File: config.mk
export PLATFORM = sky130hd
export DESIGN_NAME = seg7_scan_reader
export DESIGN_NICKNAME = d
export VERILOG_FILES = /design/src/rtl/seg7_scan_reader.sv
export SDC_FILE = /design/constraint.sdc
export NUM_CORES = 1
export LEC_CHECK = 0
export BUFFER_PORTS_ARGS = -buffer_cell sky130_fd_sc_hd__buf_2
export CAP_MARGIN = 20
export CORE_AREA = 2 2 74 76
export DETAILED_ROUTE_END_ITERATION = 10
export DIE_AREA = 0 0 76 78
export PLACE_DENSITY = 0.82
export REMOVE_ABC_BUFFERS = 1
export SLEW_MARGIN = 40
export SYNTH_ARGS = -nofsm -noshare
export SYNTH_HDL_FRONTEND = slang
export SYNTH_SLANG_ARGS = --single-unit
File: constraint.sdc
create_clock -name clk -period 4.3 [get_ports clk]
set_input_delay 0 -clock clk [delete_from_list [all_inputs] [get_ports clk]]
set_output_delay 0 -clock clk [all_outputs]
set_load 0.01 [all_outputs]
File: src/rtl/seg7_scan_reader.sv
// Seven-segment scan reader: it debounces multiplexed segment/digit levels and assembles complete 4-digit hex frames.
// Optional macro SEG7_ACTIVE_LOW_EN inverts seg_in and dig_en at the sample stage for active-low displays.
module seg7_scan_reader #(
    parameter int STABLE_CYCLES = 4
) (
    input  logic        clk,
    input  logic        rst,
    input  logic [6:0]  seg_in,
    input  logic [3:0]  dig_en,
    output logic [15:0] value,
    output logic        valid,
    output logic        err,
    output logic        err_sticky
);

    localparam logic [7:0] STABLE_CNT = 8'(STABLE_CYCLES);

    typedef enum logic [1:0] {IDLE, TRACK, HOLD} state_t;

    state_t          state, state_nxt;
    logic [6:0]      s_seg, p_seg;
    logic [3:0]      s_dig, p_dig;
    logic [7:0]      cnt, cnt_nxt;
    logic            same, onehot, accept, full;
    logic            dec_ok;
    logic [3:0]      dec_nib;
    logic [3:0]      mask, mask_nxt;
    logic [3:0][3:0] slots;

    // s_* is the current sample; p_* is the sample from the cycle before it.
    always_ff @(posedge clk) begin
        if (rst) begin
            s_seg <= '0;
            s_dig <= '0;
            p_seg <= '0;
            p_dig <= '0;
        end else begin
`ifdef SEG7_ACTIVE_LOW_EN
            s_seg <= ~seg_in;
            s_dig <= ~dig_en;
`else
            s_seg <= seg_in;
            s_dig <= dig_en;
`endif
            p_seg <= s_seg;
            p_dig <= s_dig;
        end
    end

    assign same    = ({s_seg, s_dig} == {p_seg, p_dig});
    assign onehot  = $onehot(s_dig);
    assign cnt_nxt = same ? ((cnt == 8'hFF) ? cnt : cnt + 8'd1) : 8'd1;
    assign full    = (mask == 4'hF);

    always_ff @(posedge clk) begin
        if (rst) cnt <= '0;
        else     cnt <= cnt_nxt;
    end

    always_comb begin
        dec_ok  = 1'b1;
        dec_nib = 4'h0;
        case (s_seg)
            7'b1111110: dec_nib = 4'h0;
            7'b0110000: dec_nib = 4'h1;
            7'b1101101: dec_nib = 4'h2;
            7'b1111001: dec_nib = 4'h3;
            7'b0110011: dec_nib = 4'h4;
            7'b1011011: dec_nib = 4'h5;
            7'b1011111: dec_nib = 4'h6;
            7'b1110000: dec_nib = 4'h7;
            7'b1111111: dec_nib = 4'h8;
            7'b1111011: dec_nib = 4'h9;
            7'b1110111: dec_nib = 4'hA;
            7'b0011111: dec_nib = 4'hB;
            7'b1001110: dec_nib = 4'hC;
            7'b0111101: dec_nib = 4'hD;
            7'b1001111: dec_nib = 4'hE;
            7'b1000111: dec_nib = 4'hF;
            default:    dec_ok  = 1'b0;
        endcase
    end

    always_ff @(posedge clk) begin
        if (rst) state <= IDLE;
        else     state <= state_nxt;
    end

    // Acceptance fires on the edge where the counter reaches STABLE_CNT.
    always_comb begin
        state_nxt = state;
        accept    = 1'b0;
        if (!onehot) begin
            state_nxt = IDLE;
        end else begin
            case (state)
                IDLE:  state_nxt = TRACK;
                TRACK: if (cnt_nxt == STABLE_CNT) begin
                    accept    = 1'b1;
                    state_nxt = HOLD;
                end
                HOLD:  if (!same) state_nxt = TRACK;
                default: state_nxt = IDLE;
            endcase
        end
    end

    // Clear-on-full is applied first so a coincident acceptance keeps its bit.
    always_comb begin
        mask_nxt = full ? 4'h0 : mask;
        if (accept && dec_ok) mask_nxt = mask_nxt | s_dig;
    end

    always_ff @(posedge clk) begin
        if (rst) begin
            mask       <= '0;
            slots      <= '0;
            value      <= '0;
            valid      <= 1'b0;
            err        <= 1'b0;
            err_sticky <= 1'b0;
        end else begin
            mask  <= mask_nxt;
            valid <= full;
            err   <= accept && !dec_ok;
            if (full) value <= slots;
            if (accept && !dec_ok) err_sticky <= 1'b1;
            if (accept && dec_ok) begin
                for (int k = 0; k < 4; k++)
                    if (s_dig[k]) slots[k] <= dec_nib;
            end
        end
    end

endmodule

==> summary.txt, run 1 <==
Worst setup path
  – Arr. time, crit path: 2.79 ns
  – CP max stage cell: nor4_4
  – CP max stage delay: 0.49 ns
  – Reg-to-reg setup timing slack: 1.72 ns
  – Crit path cell chain: ha_1 -> and3_1 -> nand2_1 -> xor2_1 -> nor4_4 -> nand3_2 -> mux2i_1
  – Max Fanout on Critical Path: 9
  – Crit start category: register
  – Critical path required time: 4.51 ns
  – CP Capture Type: register
  – WS Path Type: reg -> reg

Logic synthesis
  – Top_reg_cell synth: dfxtp_1
  – Syn Area/Cell: 9.05 µm²
  – EDFF count, synth: 0
  – Top-count cell post-synth: dfxtp_1
  – YS warnings: 0
  – Synthesized area: 3110 µm²
  – Share of the synthesized area in the top cell type: 45.7%
  – FF+latch count, synth: 71
  – Top cells by count, synth: dfxtp_1 (71), nand2_1 (52), a21oi_1 (26)
  – Top cells by area, synth: dfxtp_1 (46%), nand2_1 (6.3%), mux2i_1 (6.1%)
  – Post-synth cell types: 48
  – Post-Syn Instances: 344
  – FFs w/ async S/R, synth: 0%
  – Area leader, netlist: dfxtp_1
  – Sequential-to-total area share from yosys stat: 45.7%

Power and ir drop
  – Pwr/cell area: 344 nW/µm²
  – Leakage: 0.00143 µW
  – Maximum VDD drop: 0.000283 V

STA
  – Slew headroom: 60.9%
  – Endpoints failing setup: 0
  – Post-route setup TNS: 0 ns
  – Endpoints failing hold: 0
  – FMAX: 387 MHz
  – Fin crit share: 60.0%
  – Tmin final: 2.58 ns
  – Clock skew: 0.00953 ns
  – Slew Viols, Final: 0
  – Post-route setup slack: 1.72 ns
  – Worst Max-Slew Pin Slew: 0.581 ns
  – RSZ-0062 raised after global routing: no

Clock tree
  – Max H-tree Level: 3
  – Clock Tree Buf Depth: 2
  – Clk sink count: 71
  – Root Buffer: clkbuf_8
  – Num CTS Buffers: 9
  – Skew-Pair Late Insertion Delay: 0.35 ns
  – Clock transition at path regs: 0.08 ns
  – Hold-fix buffers, CTS: 11
  – Postcts setup bufs: 0
  – Resize count post-CTS: 0
  – CTS tree: built

Final layout
  – Share of post-route cells with drive strength above 1: 16.0%
  – Final nets: 394
  – Fin area: 3560 µm²
  – Antenna Cells: 0
  – Area grow syn2layout: 14.4%
  – Final Non-Filler Cells: 452

Routing
  – Vias/cell: 5.50
  – Residual DRC: 0
  – Post-route ant nets: 0
  – DR WL/cell: 13.3 µm
  – DRT iter0 DRCs: 221
  – Vias post-DR: 2484
  – WL final: 5990 µm
  – DR pass1 iterations: 5

Status
  – Status: finished clean

Placed design
  – Buffers on Ports: 31
  – Post-DP HPWL: 3850 µm
  – Placed Cells incl. Taps: 424
  – GP Congestion: 0.838
  – Area after DPL: 3260 µm²
  – Setup WS pre-CTS: 1.76 ns

Global routing
  – Vias in the first global route: 2303
  – Tot GR Track Use: 22.1%
  – Grt total ovfl: 0
  – Initial antenna violation count: 0
  – First-pass GRT wire length: 10400 µm
  – Largest net degree at the start of global routing: 60

Floorplanning
  – Starting Density: 61.7%
  – CORE AREA: 5040 µm²
  – IO Pins: 32
  – # rows: 26
  – Die width: 76 µm
  – DIE AREA: 5930 µm²
  – Die H: 78 µm

Min path
  – Worst hold path class: in -> reg

Flow run
  – Max-cap violations: 0
worst paths after layout:
| check | start | to | cells past startpoint |
|---|---|---|---|
| setup / recovery | cnt[0] | slots[15] | 7 |
| setup reg to reg | cnt[0] | slots[15] | 7 |
| hold reg to reg | value[13] | value[13] | 2 |
| hold / removal | rst | p_dig[0] | 2 |
registers in the layout, summed over array words and instances (netlist names):
register,cells
p_dig,4
value,16
s_seg,7
err_sticky,1
cnt,8
valid,1
state,2
mask,4
s_dig,4
err,1
slots,16
p_seg,7
per-layer routing:
| layer | track usage, % | vias to the layer above | wire (µm) | part of all wire, % |
|---|---|---|---|---|
| li1 | - | 1254 | - | - |
| met1 | 27.0 | 1137 | 2680 | 45 |
| met2 | 36.1 | 80 | 2880 | 48 |
| met3 | 5.58 | 13 | 300 | 5.0 |
| met4 | 11.8 | 0 | 132 | 2.2 |
| met5 | 0 | - | 0 | 0 |
power breakdown:
group / leakage, µW / internal, µW / switching, µW
Sequential: 0.000577 / 669 / 18.7
Clock: 0.0000812 / 208 / 256
Combinational: 0.000771 / 36.2 / 36.8
Total: 0.00143 / 913 / 312
kinds of logic after synthesis:
family | count (synthesis) | synth area share (%)
compound gates | 53 | 10.3
xor+xnor | 13 | 3.66
fa+ha+maj | 4 | 1.85
buf+inv | 29 | 3.94
flops | 71 | 45.7
mux | 19 | 6.11
simple gates | 155 | 28.4
cell usage in the layout (no fill, tap or decap), types with 2 or more instances in the layout:
master / netlist / routed
nand4b_1: 3 / 3
a211oi_1: 2 / 2
mux2i_1: 19 / 19
and3_1: 7 / 7
buf_2: 2 / 30
nor2b_1: 21 / 21
nor3b_1: 3 / 3
and4_1: 5 / 5
nor3_1: 8 / 8
nand4_1: 4 / 4
nand3_1: 6 / 6
a31oi_1: 5 / 5
o32ai_1: 2 / 2
dfxtp_1: 71 / 71
o211ai_1: 2 / 2
o21ai_0: 4 / 4
dlygate4sd3_1: 0 / 11
clkinv_2: 0 / 2
clkinvlp_4: 0 / 3
inv_1: 7 / 7
nand4bb_1: 2 / 2
xor2_1: 12 / 12
ha_1: 3 / 3
nor2_1: 13 / 13
and2_1: 2 / 2
o22ai_1: 5 / 5
a21oi_1: 26 / 26
nand2_1: 52 / 52
clkinv_4: 0 / 2
nor4_4: 2 / 2
or2_2: 3 / 3
nand3_2: 5 / 5
nand2b_1: 12 / 12
nand3b_1: 3 / 3
clkbuf_8: 0 / 9
per-stage QoR:
stage | hold WS [ns] | power (µW) | utilization, %
global route | 0.146 | 1280 | 70.6
detailed placement | 0.212 | 768 | 64.7
floorplan | 0.0667 | 743 | -
global placement | 0.207 | 765 | 64.7
CTS | 0.0997 | 1240 | 70.4
finish | 0.104 | 1230 | 70.6
final cells by class:
type | instances | area, µm²
well taps | 70 | 87.6
flip-flops and latches | 71 | 1420
fillers | 399 | 1480
multi-input cells | 244 | 1570
clock buffers | 9 | 124
clock inverters | 7 | 50.0
inverters | 8 | 30.0
repair buffers | 43 | 279
critical path: cells and delay by family (launching register included):
family / cells / cell delay, ns
xor+xnor: 1 / 0.22
fa+ha+maj: 1 / 0.27
flops: 1 / 0.41
mux: 1 / 0.19
simple gates: 4 / 1.34
No activity file was read; power rests on OpenSTA's default activity.
==> inputs of run 2 (changes only) <==
Settings changed: ABC_AREA set to 1, CORE_AREA 2 2 74 76 to 2 2 82 84, DIE_AREA 0 0 76 78 to 0 0 84 86, PLACE_DENSITY 0.82 to 0.75.
Clock period 4.3 ns to 2.29 ns, I/O delays scaled along.
==> run 2 against run 1 <==
  * The flow now finishes with violations (setup timing)
  * Area after synthesis is 6.2% higher
  * Die area is 22% higher
  * Cell count is 35% higher
  * Clock power is 140% higher
  * Wire length is 16% higher
  * Via count is 24% higher
==> summary.txt, run 2 <==
Worst setup path
  – Max Fanout on Critical Path: 4 (was 9)
  – Arr. time, crit path: 2.66 ns (was 2.79 ns)
  – Worst setup startpoint: s_dig[0] (was cnt[0])
  – CP Capture Type: register (unchanged)
  – Critical path required time: 2.57 ns (was 4.51 ns)
  – WS Path Type: reg -> reg (unchanged)
  – Crit start category: register (unchanged)
  – R2r startpoint: s_dig[0] (was cnt[0])

Power and ir drop
  – Maximum VDD drop: 0.000497 V (was 0.000283 V)
  – Clock Power Share: 42.8% (was 37.9%)
  – Sw frac: 24.2% (was 25.5%)
  – Leakage: 0.00186 µW (was 0.00143 µW)
  – Pwr/cell area: 655 nW/µm² (was 344 nW/µm²)
  – Switching power: 639 µW (was 312 µW)
  – Power Internal: 2010 µW (was 913 µW)
  – Flop pwr share: 48.3% (was 56.1%)
  – Final Total Pwr: 2640 µW (was 1230 µW)
  – Logic pwr share: 8.9% (was 6.0%)

Logic synthesis
  – Synthesized area: 3310 µm² (was 3110 µm²)
  – Syn Area/Cell: 7.02 µm² (was 9.05 µm²)
  – Top-count cell post-synth: nor2_1 (was dfxtp_1)
  – Post-synth cell types: 27 (was 48)
  – Area leader, netlist: dfxtp_1 (unchanged)
  – Share of the synthesized area in the top cell type: 43.0% (was 45.7%)
  – YS warnings: 0 (unchanged)
  – Synth Area in Compound Gates: 4.31% (was 10.3%)
  – Adder-Cell Fraction of Synth Area: 1.74% (was 1.85%)
  – Top_reg_cell synth: dfxtp_1 (unchanged)
  – Post-synthesis mux area share: 0% (was 6.11%)
  – Top cells by area, synth: dfxtp_1 (43%), nor2_1 (14%), nand2_1 (9.9%) (was dfxtp_1 (46%), nand2_1 (6.3%), mux2i_1 (6.1%))
  – FF+latch count, synth: 71 (unchanged)
  – FFs w/ async S/R, synth: 0% (unchanged)
  – EDFF count, synth: 0 (unchanged)
  – Synthesized-area fraction occupied by xor and xnor cells: 1.85% (was 3.66%)
  – Main combinational cell family by area after synthesis: simple AND/OR/NAND/NOR gates (unchanged)
  – Post-Syn Instances: 471 (was 344)
  – Top cells by count, synth: nor2_1 (123), nand2_1 (87), dfxtp_1 (71) (was dfxtp_1 (71), nand2_1 (52), a21oi_1 (26))
  – Post-Synth Simple-Gate Area: 40.0% (was 28.4%)
  – Sequential-to-total area share from yosys stat: 43.0% (was 45.7%)

Clock tree
  – Max H-tree Level: 3 (unchanged)
  – Root Buffer: clkbuf_8 (unchanged)
  – Num CTS Buffers: 9 (unchanged)
  – CTS tree: built (unchanged)
  – Clock transition at path regs: 0.08 ns (about the same)
  – Clk sink count: 71 (unchanged)
  – Clock Tree Buf Depth: 2 (unchanged)
  – Skew-Pair Late Insertion Delay: 0.34 ns (was 0.35 ns)

Final layout
  – Commonest cells after routing, fill and taps aside: nor2_1 (119), nand2_1 (86), dfxtp_1 (68) (was dfxtp_1 (71), nand2_1 (52), buf_2 (30))
  – Top flop regs: slots (16), value (16), cnt (8) (unchanged)
  – Antenna Cells: 0 (unchanged)
  – Share of post-route cells with drive strength above 1: 20.9% (was 16.0%)
  – Final nets: 544 (was 394)
  – Fin area: 4030 µm² (was 3560 µm²)
  – Area grow syn2layout: 22.0% (was 14.4%)
  – Most common cell after layout, fill and taps aside: nor2_1 (was dfxtp_1)

Status
  – Status: complete, but fails checks (was finished clean)
  – Failing checks: setup timing

Routing
  – WL final: 6930 µm (was 5990 µm)
  – Vias/cell: 5.05 (was 5.50)
  – DR WL/cell: 11.4 µm (was 13.3 µm)
  – Residual DRC: 0 (unchanged)
  – DR pass1 iterations: 5 (unchanged)
  – DRT iter0 DRCs: 262 (was 221)
  – Vias post-DR: 3075 (was 2484)
  – Post-route ant nets: 0 (unchanged)

Global routing
  – First-pass GRT wire length: 12200 µm (was 10400 µm)
  – Grt total ovfl: 0 (unchanged)
  – Initial antenna violation count: 0 (unchanged)
  – Tot GR Track Use: 20.8% (was 22.1%)
  – Vias in the first global route: 2827 (was 2303)
  – Largest net degree at the start of global routing: 36 (was 60)

Min path
  – Hold wc startpoint: rst (unchanged)
  – Worst hold path class: in -> reg (unchanged)

Floorplanning
  – Die H: 86 µm (was 78 µm)
  – IO Pins: 32 (unchanged)
  – Starting Density: 52.7% (was 61.7%)
  – DIE AREA: 7220 µm² (was 5930 µm²)
  – Die width: 84 µm (was 76 µm)
  – # rows: 29 (was 26)
  – CORE AREA: 6280 µm² (was 5040 µm²)

Flow run
  – Max-cap violations: 0 (unchanged)

STA
  – FMAX: 422 MHz (was 387 MHz)
  – RSZ-0062 raised after global routing: yes (was no)
  – Fin crit share: 104% (was 60.0%)
  – Endpoints failing hold: 0 (unchanged)
  – Tmin final: 2.37 ns (was 2.58 ns)
  – Post-route setup slack: -0.0816 ns (was 1.72 ns)
  – Clock skew: 0.00734 ns (was 0.00953 ns)
  – Endpoints failing setup: 16 (was 0)
  – Worst Max-Slew Pin Slew: 0.573 ns (was 0.581 ns)
  – Slew Viols, Final: 0 (unchanged)
  – Slew headroom: 61.5% (was 60.9%)

Placed design
  – GP Congestion: 0.957 (was 0.838)
  – Buffers on Ports: 31 (unchanged)
  – Post-DP HPWL: 4820 µm (was 3850 µm)
  – Area after DPL: 3600 µm² (was 3260 µm²)
==> run 2: kinds of logic after synthesis <==
kind of cell | count (synthesis)
buffers and inverters | 74
adder cells (fa/ha/maj) | 4
XOR/XNOR | 7
flip-flops | 71
AO/OA/AOI/OAI | 27
AND/OR/NAND/NOR | 288
==> run 2: through the flow <==
stage	setup TNS, ns	setup slack, ns	instances	utilization, %	hold WS [ns]
after detailed placement	-2.45	-0.169	578	57.4	0.207
final	-0.810	-0.0816	609	64.3	0.163
after floorplan	-7.52	-0.430	454	-	0.0624
after global placement	-1.23	-0.0906	578	57.4	0.198
after global routing	-2.71	-0.209	609	64.3	0.207
after CTS	-0.218	-0.0644	607	63.4	0.151
==> run 2: path summary, 6_finish.rpt <==
check,end,slack (ns),depth (start not counted)
setup reg to reg,slots[3],-0.08,12
hold / removal,slots[14],0.16,4
hold reg to reg,state[0],0.45,1
setup / recovery,slots[3],-0.08,12
==> run 2: area by class of cell <==
type,count,area [µm²]
multi-input cells,326,1640
clock inverters,6,92.6
inverters,57,214
flip-flops and latches,71,1430
clock buffers,10,138
fillers,571,2240
well taps,77,96.3
repair buffers,62,428
==> run 2: repair_timing <==
item / in CTS / in global routing
endpoints found under the setup margin: 21 / 24
hold buffers: 11 / 0
endpoints found under the hold margin: 11 / 0
resized for setup: 6 / 13
pin swaps: 22 / 14
buffers inserted: 2 / 3
==> run 2: power groups by stage <==
stage | combinational, µW | clock, µW | sequential (µW)
after CTS | 211 | 1160 | 1280
after detailed placement | 184 | 0 | 1300
after floorplan | 118 | 0 | 1300
final | 236 | 1130 | 1280
after global placement | 179 | 0 | 1300
after global routing | 263 | 1200 | 1280
==> run 2: worst max-delay path, cell delays in order, from the launching register on <==
cell and delay (ns):
dfxtp_2 0.34, inv_2 0.05, fa_1 0.54, inv_2 0.05, ha_4 0.15, ha_4 0.22, nor3b_4 0.20, inv_2 0.07
nor2_4 0.14, nand4_4 0.20, nor2_4 0.19, nor2_1 0.05, nor2_1 0.10
==> run 2: metal layers <==
layer | wire [µm] | GRT usage (%) | vias up
li1 | - | - | 1593
met1 | 3120 | 26.4 | 1370
met2 | 3260 | 34.9 | 100
met3 | 418 | 5.10 | 12
met4 | 130 | 7.33 | 0
met5 | 0 | 0 | -
